<file path="src/rtl/example_mux_pkg.sv">
// Shared constants and helpers for the example_mux registered 2:1 selector.
package example_mux_pkg;

  localparam logic SEL_D1 = 1'b0;
  localparam logic SEL_D2 = 1'b1;

  localparam int DEFAULT_WIDTH = 1;
  localparam int DEFAULT_CNT_W = 8;

  // Increment val, sticking at the all-ones value of a w-bit counter (w <= 32).
  function automatic logic [31:0] sat_inc(input logic [31:0] val, input int unsigned w);
    logic [31:0] max_val;
    max_val = (w >= 32) ? 32'hFFFF_FFFF : ((32'd1 << w) - 32'd1);
    return (val >= max_val) ? max_val : (val + 32'd1);
  endfunction

endpackage

</file>
<file path="src/rtl/example_mux_sat_cnt.sv">
// Saturating up-counter with synchronous active-high clear and increment enable.
module example_mux_sat_cnt
  import example_mux_pkg::*;
#(
  parameter int CNT_W = DEFAULT_CNT_W
) (
  input  logic             clk,
  input  logic             clr,
  input  logic             inc,
  output logic [CNT_W-1:0] count
);

  logic [CNT_W-1:0] count_reg;
  logic [CNT_W-1:0] count_next;

  assign count_next = CNT_W'(sat_inc(32'(count_reg), CNT_W));

  always_ff @(posedge clk) begin
    if (clr) begin
      count_reg <= '0;
    end else if (inc) begin
      count_reg <= count_next;
    end
  end

  assign count = count_reg;

endmodule

</file>
<file path="src/rtl/example_mux.sv">
// Registered 2:1 selector with valid qualifier and saturating select-switch counter.
// Define EXAMPLE_MUX_PARITY_EN to add the registered d_out_par parity output.
module example_mux
  import example_mux_pkg::*;
#(
  parameter int WIDTH = DEFAULT_WIDTH,
  parameter int CNT_W = DEFAULT_CNT_W
) (
  input  logic             clk,
  input  logic             rst,
  input  logic [WIDTH-1:0] d1,
  input  logic [WIDTH-1:0] d2,
  input  logic             sel,
  input  logic             in_valid,
  output logic [WIDTH-1:0] d_out,
  output logic             out_valid,
  output logic             sel_q,
  output logic [CNT_W-1:0] switch_count
`ifdef EXAMPLE_MUX_PARITY_EN
  ,
  output logic             d_out_par
`endif
);

  logic [WIDTH-1:0] mux_next;
  logic [WIDTH-1:0] d_out_reg;
  logic             out_valid_reg;
  logic             sel_q_reg;
  logic             switch_inc;

  genvar gi;
  generate
    for (gi = 0; gi < WIDTH; gi++) begin : g_mux_bit
      assign mux_next[gi] = (sel == SEL_D2) ? d2[gi] : d1[gi];
    end
  endgenerate

  always_ff @(posedge clk) begin
    if (rst) begin
      d_out_reg     <= '0;
      out_valid_reg <= 1'b0;
      sel_q_reg     <= SEL_D1;
    end else begin
      out_valid_reg <= in_valid;
      if (in_valid) begin
        d_out_reg <= mux_next;
        sel_q_reg <= sel;
      end
    end
  end

  // sel_q_reg starts at SEL_D1, so the first beat after reset compares against it.
  assign switch_inc = in_valid && (sel != sel_q_reg);

  example_mux_sat_cnt #(
    .CNT_W(CNT_W)
  ) u_sat_cnt (
    .clk  (clk),
    .clr  (rst),
    .inc  (switch_inc),
    .count(switch_count)
  );

`ifdef EXAMPLE_MUX_PARITY_EN
  logic d_out_par_reg;

  always_ff @(posedge clk) begin
    if (rst) begin
      d_out_par_reg <= 1'b0;
    end else if (in_valid) begin
      d_out_par_reg <= ^mux_next;
    end
  end

  assign d_out_par = d_out_par_reg;
`endif

  assign d_out     = d_out_reg;
  assign out_valid = out_valid_reg;
  assign sel_q     = sel_q_reg;

endmodule

</file>
<file path="config.mk">
export PLATFORM = sky130hd
export DESIGN_NAME = example_mux
export DESIGN_NICKNAME = d
export VERILOG_FILES = /design/src/rtl/example_mux_pkg.sv /design/src/rtl/example_mux_sat_cnt.sv /design/src/rtl/example_mux.sv
export SDC_FILE = /design/constraint.sdc
export NUM_CORES = 1
export LEC_CHECK = 0
export BUFFER_PORTS_ARGS = -buffer_cell sky130_fd_sc_hd__buf_2
export CORE_MARGIN = 5
export CORE_UTILIZATION = 35
export DETAILED_ROUTE_END_ITERATION = 7
export GPL_TIMING_DRIVEN = 0
export SLEW_MARGIN = 40
export SYNTH_ARGS = -nofsm -noshare
export SYNTH_HDL_FRONTEND = slang
export SYNTH_SLANG_ARGS = --single-unit
export TNS_END_PERCENT = 30
</file>
<file path="constraint.sdc">
create_clock -name clk -period 1.55 [get_ports clk]
set_clock_uncertainty 0.15 [all_clocks]
set_input_delay 0.155 -clock clk [delete_from_list [all_inputs] [get_ports clk]]
set_output_delay 0.155 -clock clk [all_outputs]
set_load 0.05 [all_outputs]
</file>
==> results.cfg <==
[outcome]
status = finished clean

[power_and_ir_drop]
peakVddDrop_mv = 0.456
power_mw = 0.593
powerDensity_nw_per_um2 = 825
p_leak_nw = 0.302

[synthesis]
syn-cell-area_um2 = 551
seq_area_frac_synth = 0.400
syn_nets = 64
yosysTopAreaCell = dfxtp_1
yosys.area.top_type_share = 0.400
netlist_instances = 57
yosysWarnings = 0
ys_seq_elements = 11
synth.distinct_cells = 27
syn_avg_cell_area_um2 = 9.66
yosys-top-cells-area = dfxtp_1 (40%), a31oi_1 (6.8%), a311oi_1 (4.8%), and3b_1 (4.8%), mux2i_1 (3.6%)

[drt]
first_pass_iters = 4
ant_nets = 0
avgViaCountPerCell = 5.93
drcViolationCount = 0
wl_um = 1360
via_count = 557
wire_per_inst_um = 14.4
drtIter0Drc = 26

[setup_path]
reg2reg_setup_slack_ns = 0.08
cp-end-kind = flop
reg2reg_depth = 4
r2r-end = u_sat_cnt.count[1]
critPathSlowestCell = dfxtp_2
r2r_start = u_sat_cnt.count[0]
crit_fanout = 6
crit_type = reg2reg
required_ns = 1.59
startpoint_type = flop
slowest_delay_ns = 0.37
cp_data_arrival_time_ns = 1.50
crit_chain = ha_2 -> and3_2 -> nand4_1 -> a31oi_1

[placement]
dp_worst_setup_slack_ns = 0.0118
gp_congestion = 0.752
dp_hpwl_um = 914
placedCellCount = 88
portBuffers = 15

[global_route]
antenna_found_initial = 0
grt.overflow.total = 0
track_usage = 0.124
grt_start_max_net_pins = 11
grt_pass1_vias = 541
grt_pass1_wl_um = 2440

[die]
start_util = 0.365
rows = 14
die_area_um2 = 2470
core_um2 = 1510
ios = 17
die_h_um = 49.7
die_w_um = 49.7

[min_path]
hp-start = in_valid
min_path_type = in2reg
hold_path_end = sel_q
hold_depth = 3

[timing]
finalSetupViolCount = 0
maxClockFrequency_ghz = 0.682
finalHoldViolCount = 0
fin_crit_ns = 1.47
slew_violations = 0
timing.final.ws_setup_ns = 0.0842
max_slew_margin = 0.745
layout_worst_path_cycle_share = 0.946
worst_slew_pin_slew_ns = 0.382
hold_slack_ns = 0.0252
rsz0062_at_grt = yes
fin_setup_tns_ns = 0

[cts]
cts_tree = built
clock_path_buffers = 2
cts_setup_buffers = 0
cts-buffers-inserted = 3
cts.sink_count = 11
clock_latency_ns = 0.27
clkSlewWorstSetupHoldPaths_ns = 0.06
ctsHtreeMaxLevel = 1
root_buffer = clkbuf_4

[layout]
num-nets-final = 86
syn_to_final_growth_pct = 30.7
drive_above_1_share = 0.410
largest_reg_flops = 8
diodes = 0
stdcell_count = 94

[flow_run]
maxCapViolations = 0
==> critical path, delay by kind of cell (launching register included) <==
kind                       cells  cell delay (ns)
adders and majority gates      1             0.24
and+or+nand+nor                2             0.43
DFF                            1             0.37
AOI/OAI and AO/OA              1             0.20
==> synthesized netlist by cell type (all sizes together) <==
cell / n
xnor2: 1
a31oi: 6
o31ai: 1
or3: 1
or4: 1
inv: 1
nand4: 2
o21ai: 2
nor2: 4
ha: 1
and3b: 3
a41oi: 2
a311oi: 3
nand3: 2
o41ai: 1
and3: 2
buf: 1
dfxtp: 11
nor4: 1
nand2: 3
xor2: 1
mux2i: 2
a211oi: 2
clkbuf: 1
and4: 2
==> area by class of cell <==
type / count / area, um^2
fill: 159 / 787
multi-input combinational: 43 / 319
clock buffer: 4 / 26.3
inverter: 1 / 3.75
tap: 16 / 20.0
timing repair buffer: 17 / 95.1
buffer: 2 / 25.0
sequential: 11 / 230
==> logic make-up after synthesis <==
logic type / Yosys count / synth area share
and+or+nand+nor: 21 / 0.234
AOI/OAI and AO/OA: 17 / 0.223
DFF: 11 / 0.400
buffers and inverters: 3 / 0.0523
xor gates and xnor gates: 2 / 0.0318
muxes: 2 / 0.0364
adders and majority gates: 1 / 0.0227
==> placed cells by master, fill, tap and decap left out, drive strengths merged <==
| master | count |
|---|---|
| a211oi | 2 |
| a311oi | 3 |
| a31oi | 6 |
| a41oi | 2 |
| and3 | 2 |
| and3b | 3 |
| and4 | 2 |
| buf | 16 |
| clkbuf | 5 |
| dfxtp | 11 |
| dlygate4sd3 | 2 |
| ha | 1 |
| inv | 1 |
| mux2i | 2 |
| nand2 | 3 |
| nand3 | 2 |
| nand4 | 2 |
| nor2 | 4 |
| nor4 | 1 |
| o21ai | 2 |
| o31ai | 1 |
| o41ai | 1 |
| or3 | 1 |
| or4 | 1 |
| xnor2 | 1 |
| xor2 | 1 |
==> how the worst max path moves through the flow <==
stage,start,to,slack [ns]
finish,u_sat_cnt.count[0],u_sat_cnt.count[1],0.08
global placement,sel_q,u_sat_cnt.count[1],0.03
global route,u_sat_cnt.count[0],u_sat_cnt.count[1],-0.01
detailed placement,sel_q,u_sat_cnt.count[1],0.01
CTS,u_sat_cnt.count[0],u_sat_cnt.count[1],0.04
floorplan,u_sat_cnt.count[6],u_sat_cnt.count[7],-0.008
==> stage by stage <==
| step | utilization | cell area, um^2 |
|---|---|---|
| after floorplan | - | 561 |
| after global placement | 0.435 | 656 |
| after detailed placement | 0.435 | 656 |
| after CTS | 0.471 | 709 |
| after global routing | 0.478 | 719 |
| final | 0.478 | 719 |
==> report_power, final <==
part,internal (mW),switching [mW],leakage (nW)
clock network,0.0997,0.0944,0.0150
registers,0.291,0.00849,0.0926
logic,0.0336,0.0661,0.195
==> what timing repair did <==
action / 4_1_cts / 5_1_grt
hold buffers: 2 / 0
setup endpoints to repair: 6 / 6
cloned: 0 / 0
endpoints found under the hold margin: 2 / 0
pin swaps: 0 / 1
gates resized for setup: 1 / 2
==> metal layers <==
layer,wire length [um],track usage,up-vias
li1,-,-,272
met3,86,0.0331,5
met4,37,0.0830,0
met5,0,0,-
met2,577,0.174,20
met1,655,0.164,260
No activity file was read; power rests on OpenSTA's default activity.
